**config.mk**
```make
export PLATFORM = sky130hd
export DESIGN_NAME = mac_ts_tx
export DESIGN_NICKNAME = d
export VERILOG_FILES = /design/src/rtl/mac_ts_tx.sv
export SDC_FILE = /design/constraint.sdc
export NUM_CORES = 1
export LEC_CHECK = 0
export BUFFER_PORTS_ARGS = -buffer_cell sky130_fd_sc_hd__buf_2
export CELL_PAD_IN_SITES_DETAIL_PLACEMENT = 1
export CELL_PAD_IN_SITES_GLOBAL_PLACEMENT = 2
export CORE_MARGIN = 2
export CORE_UTILIZATION = 35
export DETAILED_ROUTE_END_ITERATION = 6
export PLACE_DENSITY = 0.91
export SLEW_MARGIN = 20
export SYNTH_ARGS = -nofsm -noshare
export SYNTH_HDL_FRONTEND = slang
export SYNTH_SLANG_ARGS = --single-unit
```
**constraint.sdc**
```tcl
create_clock -name clk -period 4.7 [get_ports clk]
set_input_delay 0.94 -clock clk [delete_from_list [all_inputs] [get_ports clk]]
set_output_delay 0.94 -clock clk [all_outputs]
set_load 0.005 [all_outputs]
```
**src/rtl/mac_ts_tx.sv**
```systemverilog
// Ordered-set (TS1/TS2) burst transmitter: sends 16-symbol training sets at one symbol per cycle,
// with an optional idle gap between sets, a count or continuous mode, and a sticky stop.
module mac_ts_tx #(
    parameter int unsigned IDLE_GAP = 0,
    parameter int unsigned TS_LEN   = 16
) (
    input  logic        clk,
    input  logic        reset,
    input  logic        start,
    input  logic        ts_type,
    input  logic [15:0] ts_count,
    input  logic        stop,
    input  logic [7:0]  nfts,
    input  logic [7:0]  dri,
    input  logic [7:0]  tc,
    output logic [7:0]  txdata,
    output logic        txdatak,
    output logic        en_n,
    output logic        busy,
    output logic        done,
    output logic [15:0] sets_sent
);
    localparam int unsigned IDX_W = 4;
    localparam int unsigned CNT_W = 16;

    localparam logic [7:0] SYM_COM = 8'hBC;
    localparam logic [7:0] SYM_PAD = 8'hF7;
    localparam logic [7:0] SYM_TS1 = 8'h4A;
    localparam logic [7:0] SYM_TS2 = 8'h45;

    localparam logic [IDX_W-1:0] LAST_IDX = IDX_W'(TS_LEN - 1);
    localparam logic [CNT_W-1:0] GAP_LAST = CNT_W'((IDLE_GAP == 0) ? 0 : IDLE_GAP - 1);
    localparam logic [CNT_W-1:0] CNT_CONT = '1;
    localparam bit               HAS_GAP  = (IDLE_GAP != 0);

    typedef enum logic [1:0] {
        S_IDLE,
        S_SEND,
        S_GAP
    } state_t;

    state_t           r_state;
    logic [IDX_W-1:0] r_idx;
    logic [CNT_W-1:0] r_gap;
    logic             r_type;
    logic [CNT_W-1:0] r_count;
    logic [7:0]       r_nfts;
    logic [7:0]       r_dri;
    logic [7:0]       r_tc;
    logic             r_stop;

    logic [IDX_W-1:0] w_next_idx;
    logic [7:0]       w_sym_data;
    logic             w_sym_k;
    logic [CNT_W-1:0] w_sent_inc;
    logic             w_count_met;
    logic             w_stop_seen;

    // Symbol that follows the one currently on the wire, plus end-of-set decisions.
    always_comb begin
        w_next_idx  = r_idx + IDX_W'(1);
        w_sym_k     = 1'b0;
        w_sym_data  = r_type ? SYM_TS2 : SYM_TS1;
        case (w_next_idx)
            4'd0: begin
                w_sym_k    = 1'b1;
                w_sym_data = SYM_COM;
            end
            4'd1, 4'd2: begin
                w_sym_k    = 1'b1;
                w_sym_data = SYM_PAD;
            end
            4'd3:    w_sym_data = r_nfts;
            4'd4:    w_sym_data = r_dri;
            4'd5:    w_sym_data = r_tc;
            default: ;
        endcase
        w_sent_inc  = (sets_sent == CNT_CONT) ? sets_sent : sets_sent + CNT_W'(1);
        w_count_met = (r_count != CNT_CONT) && (w_sent_inc >= r_count);
        w_stop_seen = r_stop | stop;
    end

    always_ff @(posedge clk) begin
        if (reset) begin
            r_state   <= S_IDLE;
            r_idx     <= '0;
            r_gap     <= '0;
            r_type    <= 1'b0;
            r_count   <= '0;
            r_nfts    <= '0;
            r_dri     <= '0;
            r_tc      <= '0;
            r_stop    <= 1'b0;
            txdata    <= '0;
            txdatak   <= 1'b0;
            en_n      <= 1'b1;
            busy      <= 1'b0;
            done      <= 1'b0;
            sets_sent <= '0;
        end else begin
            done <= 1'b0;
            case (r_state)
                S_IDLE: begin
                    if (start) begin
                        r_type    <= ts_type;
                        r_count   <= ts_count;
                        r_nfts    <= nfts;
                        r_dri     <= dri;
                        r_tc      <= tc;
                        r_stop    <= 1'b0;
                        sets_sent <= '0;
                        if (ts_count == '0) begin
                            done <= 1'b1;
                        end else begin
                            r_state <= S_SEND;
                            r_idx   <= '0;
                            busy    <= 1'b1;
                            txdata  <= SYM_COM;
                            txdatak <= 1'b1;
                            en_n    <= 1'b0;
                        end
                    end
                end
                S_SEND: begin
                    if (stop) r_stop <= 1'b1;
                    if (r_idx != LAST_IDX) begin
                        r_idx   <= w_next_idx;
                        txdata  <= w_sym_data;
                        txdatak <= w_sym_k;
                    end else begin
                        sets_sent <= w_sent_inc;
                        if (w_count_met || w_stop_seen) begin
                            r_state <= S_IDLE;
                            r_stop  <= 1'b0;
                            busy    <= 1'b0;
                            done    <= 1'b1;
                            en_n    <= 1'b1;
                            txdata  <= '0;
                            txdatak <= 1'b0;
                        end else if (HAS_GAP) begin
                            r_state <= S_GAP;
                            r_gap   <= '0;
                            en_n    <= 1'b1;
                            txdata  <= '0;
                            txdatak <= 1'b0;
                        end else begin
                            r_idx   <= '0;
                            txdata  <= SYM_COM;
                            txdatak <= 1'b1;
                        end
                    end
                end
                S_GAP: begin
                    if (stop) r_stop <= 1'b1;
                    // Gap exit: a stop seen anywhere in the gap ends the burst instead of a new set.
                    if (r_gap == GAP_LAST) begin
                        if (w_stop_seen) begin
                            r_state <= S_IDLE;
                            r_stop  <= 1'b0;
                            busy    <= 1'b0;
                            done    <= 1'b1;
                        end else begin
                            r_state <= S_SEND;
                            r_idx   <= '0;
                            txdata  <= SYM_COM;
                            txdatak <= 1'b1;
                            en_n    <= 1'b0;
                        end
                    end else begin
                        r_gap <= r_gap + CNT_W'(1);
                    end
                end
                default: r_state <= S_IDLE;
            endcase
        end
    end
endmodule

```
# Word level (Yosys, flattened, before mapping)
# Cells that the tools add are included.
# word_totals
ram_bits,0
wordCells,119
latchBits,0
regBits,92
memories,0
mem_bits_ro,0
output_inout_bits,28
# op_classes
muxes,61
n_mul,0
order_cmp,1
bitwise_logic,2
div_mod_pow,0
n_eq_ne,18
n_addsub,3
shift,0
reduce_logical,19
# op_table
op,n
$mux W16,3
$mux W8,6
$pmux W8 S5,1
$add A16 B1 Y16 const B,2
$logic_not A16 Y1,2
$pmux W16 S2,1
$mux W1,30
$mux W4,7
$pmux W8 S3,1
$eq A16 B16 Y1 const B,1
$ge A16 B16 Y1,1
$ne A16 B16 Y1 const B,1
$pmux W1 S3,5
$ne A2 B2 Y1 const B,7
$reduce_and A7 Y1,2
$pmux W4 S3,1
$mux W2,5
$reduce_and A5 Y1,2
$eq A4 B2 Y1 const B,2
$eq A4 B3 Y1 const B,2
$pmux W2 S3,1
$reduce_and A2 Y1,3
$reduce_and A6 Y1,1
$add A4 B1 Y4 const B,1
16 further kinds,16

# Logic depth before layout (Yosys ltp)
# logic_depth
ltp_word,8
depth_mapped,14
ltp_nobuf,12

# Least setup slack after synthesis
# No wires, ideal clock.
# synth_path
kind,reg2reg
startpoint,register sets_sent[2]
endpoint,register r_idx[1]
setup_ps,72
arrival_ps,3145
setup_slack_ps,1484
path_stages_with_launch,13
synth_period_minus_slack_ps,3216
n_path_buf,2
cell_sequence,dfxtp_1 -> buf_2 -> and3_1 -> buf_2 -> nand4_1 -> nor3_1 -> mux2_2 -> ha_1 -> a2111oi_4 -> o21ai_2 -> or4_4 -> a21oi_4 -> mux2i_1
# synth_via
elab_chain_cells,7
word_cells_on_any_way,8
classes_between,add/sub (1); order compare (1); eq/ne (2); mux (1); reduce/logical (3)
# synth_lines
element,line_no,source
start: declaration,21,output logic [15:0] sets_sent
start signal: assignment,131,sets_sent <= w_sent_inc;
$add A16 B1 Y16 or $eq A16 B16 Y1 (tied branches),78,w_sent_inc = (sets_sent == CNT_CONT) ? sets_sent : sets_sent + CNT_W'(1);
$mux W16 *,78,
$ge A16 B16 Y1 *,79,w_count_met = (r_count != CNT_CONT) && (w_sent_inc >= r_count);
$logic_and A1 B1 Y1 *,79,
$logic_or A1 B1 Y1 *,132,if (w_count_met || w_stop_seen) begin
$ne A3 B3 Y1 (no line) *,-,
$reduce_and A6 Y1 (no line) *,-,
end signal: assignment,127,r_idx <= w_next_idx;
end: declaration,43,logic [IDX_W-1:0] r_idx;
# Mark *: on every way between the ends. The rest lies on a longest branch, timed or not.
# A chain may end at the register's enable or synchronous reset.

# Worst setup path after layout
# layout_path
startpoint,register sets_sent[0]
endpoint,register r_idx[3]
# Same word-level chain as after synthesis.

==> flow_summary.ini <==
[status]
outcome = finished with violations
violations = DRC

[clock_tree]
numCtsBuffers = 9
ctsLongestPathBuffers = 2
cts_sinks = 74
postCtsSetupBuffers = 0
worstSkewPairLatency_ps = 350
ctsHoldBuffers = 0
cts_resized = 0
path_clk_slew_ps = 70
h-tree-depth = 3
cts_root_buffer = clkbuf_16
cts_tree = built

[worst_setup_path]
reg2reg_slack_ps = 1160
worst-r2r-cell-count = 11
cp_max_fo = 9
crit_path_start_kind = flip-flop
timing.rr.end = r_idx[3]
r2r-start = sets_sent[0]
endpoint_kind = flip-flop
cp.arrival_ps = 3720
critPathKind = reg2reg
critPathRequiredTime_ps = 4880
startpoint = sets_sent[0]
worstSetupEndpoint = r_idx[3]

[logic_synthesis]
async_flop_share_pct = 0
ys_seq_elements = 74
syn_inst = 530
synth-main-ff-cell = dfxtp_1
syn_area_per_cell_um2 = 7.854
synth_fp_nets = 597
yosys_warnings = 0
ys_types = 68
yosysTopAreaCellShare_pct = 35.59
synth_largest_area_cell = dfxtp_1
synth_seq_area_share_pct = 35.59
synth-edff-count = 0
yosys-top-cells-area = dfxtp_1 36%, nand2_1 9.9%, a21oi_1 7.9%
synth_area_mm2 = 0.004163

[floorplanning]
die_w_um = 113.1
start_util_pct = 36.15
core_mm2 = 0.01152
rows = 39
dieHeight_um = 113.1
dieArea_mm2 = 0.01278
pin_count = 73

[detailed_routing]
m1WireLength_um = 5861
firstDrtPassIters = 7
routed-wl-met3_um = 632
vias = 4029
wirelength_um = 12730
drc = 4
viasPerCell = 5.534
wl_per_cell_um = 17.49
ant_nets = 0
highest-signal-layer = met4
dr_wl_met2_um = 6076
drt_iter0_drc = 187

[power_and_ir_drop]
ir_drop_v = 0.0001570
power.density_mw_per_mm2 = 323.0
finalPower_mw = 1.579
p_leak_nw = 1.943

[grt]
grt_pass1_wl_um = 20700
grt_antenna_before_repair = 0
track_usage_pct = 20.31
overflow = 0
grt_max_degree = 46
grt_pass1_vias = 4030

[sta]
clock_skew_ps = 6.828
max_clock_freq_mhz = 282.6
final_hold_viol_count = 0
rsz0062_at_grt = false
min_period_ps = 3538
drv_slew = 0
slew_headroom_pct = 40.65
setup_viol = 0
worstMarginPinSlew_ps = 890.3
finalSetupTns_ps = 0
period_share_pct = 75.28

[final_layout]
antenna_cells = 0
layout_commonest_cell = nand2_1
instances_no_fill = 728
syn2layout_area_growth_pct = 17.43
drive_gt1_share_pct = 19.66
nets = 647
multi_input_area_mm2 = 0.002455
fill_cells = 1444
seq_area_mm2 = 0.001481
final_cell_mix = 109 x nand2_1, 74 x dfxtp_1, 72 x buf_2, 66 x a21oi_1, 24 x nor2_1

[placement]
dp_hpwl_um = 9211
io_buffers = 72
place_inst = 712
globalplace.congestion = 0.7998

[flow_run]
cap_violations = 0

[hold_path]
hp-class = reg2reg
registers in the layout (all words and copies together), names as in the netlist:
signal     cells
r_type         1
busy           1
r_nfts         8
txdatak        1
r_dri          8
r_idx          4
r_stop         1
sets_sent     16
txdata         8
r_count       16
r_tc           8
done           1
en_n           1
metrics by stage:
stage / area (um2) / worst slack, ps / hold WS [ps] / util [%]
floorplan: 4163 / 1484 / 436.0 / -
global placement: 4581 / 1339 / 443.4 / 39.78
detailed placement: 4581 / 1204 / 449.3 / 39.78
CTS: 4888 / 1158 / 459.6 / 42.45
global route: 4888 / 939.7 / 475.6 / 42.45
finish: 4888 / 1162 / 458.0 / 42.45
worst max-delay path, cell delays in order (launching register included):
cell       delay [ps]
dfxtp_1           530
ha_1              360
and3_1            270
nand3_1           150
nor2_1            160
mux2_2            360
ha_1              210
a2111oi_4         300
o21ai_2           120
or4_4             580
a21oi_4           200
a311oi_1          140
Yosys cell counts (7+ instances only):
library cell / number
buf_2: 9
ha_1: 22
inv_1: 21
xnor2_1: 9
dfxtp_1: 74
nor4_1: 7
a211oi_1: 7
nand3_1: 16
nand2_1: 110
a21oi_1: 66
clkbuf_1: 23
nor2_1: 24
o21ai_0: 16
nand4_1: 11
and3_1: 7
or3_1: 7
power breakdown:
| part | leakage, nW | total [mW] | switching, mW | internal (mW) |
|---|---|---|---|---|
| Sequential | 0.606 | 0.683 | 0.0256 | 0.658 |
| Clock | 0.145 | 0.723 | 0.303 | 0.420 |
| Combinational | 1.19 | 0.172 | 0.104 | 0.0684 |
| Total | 1.94 | 1.58 | 0.432 | 1.15 |
worst min path at each step:
stage / startpoint / end / slack (ps) / cells after the start
after floorplan: r_nfts[1] / r_nfts[1] / 440 / 2
after global placement: txdata[6] / txdata[6] / 440 / 2
after detailed placement: r_tc[3] / r_tc[3] / 450 / 2
after CTS: r_nfts[1] / r_nfts[1] / 460 / 2
after global routing: r_nfts[1] / r_nfts[1] / 480 / 2
final: r_tc[3] / r_tc[3] / 460 / 2
logic make-up (layout without fill, tap and decap cells):
family | Yosys count | after routing | synth area share (%)
adders and majority gates | 22 | 22 | 6.612
buffers and inverters | 58 | 113 | 5.681
xor gates and xnor gates | 11 | 11 | 2.315
DFF | 74 | 74 | 35.59
AOI/OAI and AO/OA | 146 | 146 | 23.81
and+or+nand+nor | 212 | 212 | 24.20
muxes | 7 | 7 | 1.803
layer usage:
| metal | GRT usage (%) | vias to the layer above |
|---|---|---|
| met5 | 0 | - |
| met4 | 6.179 | 0 |
| met3 | 3.267 | 11 |
| met2 | 33.13 | 84 |
| met1 | 27.69 | 1945 |
| li1 | - | 1989 |
layout make-up:
type                            count  share of cell area (%)
Sequential cell                    74                   30.30
Multi-Input combinational cell    398                   50.22
Clock buffer                        9                   4.607
Inverter                           22                   1.689
Clock inverter                      7                   1.689
Timing Repair Buffer               75                   7.832
Tap cell                          143                   3.660
(Power assumes the default switching activity.)
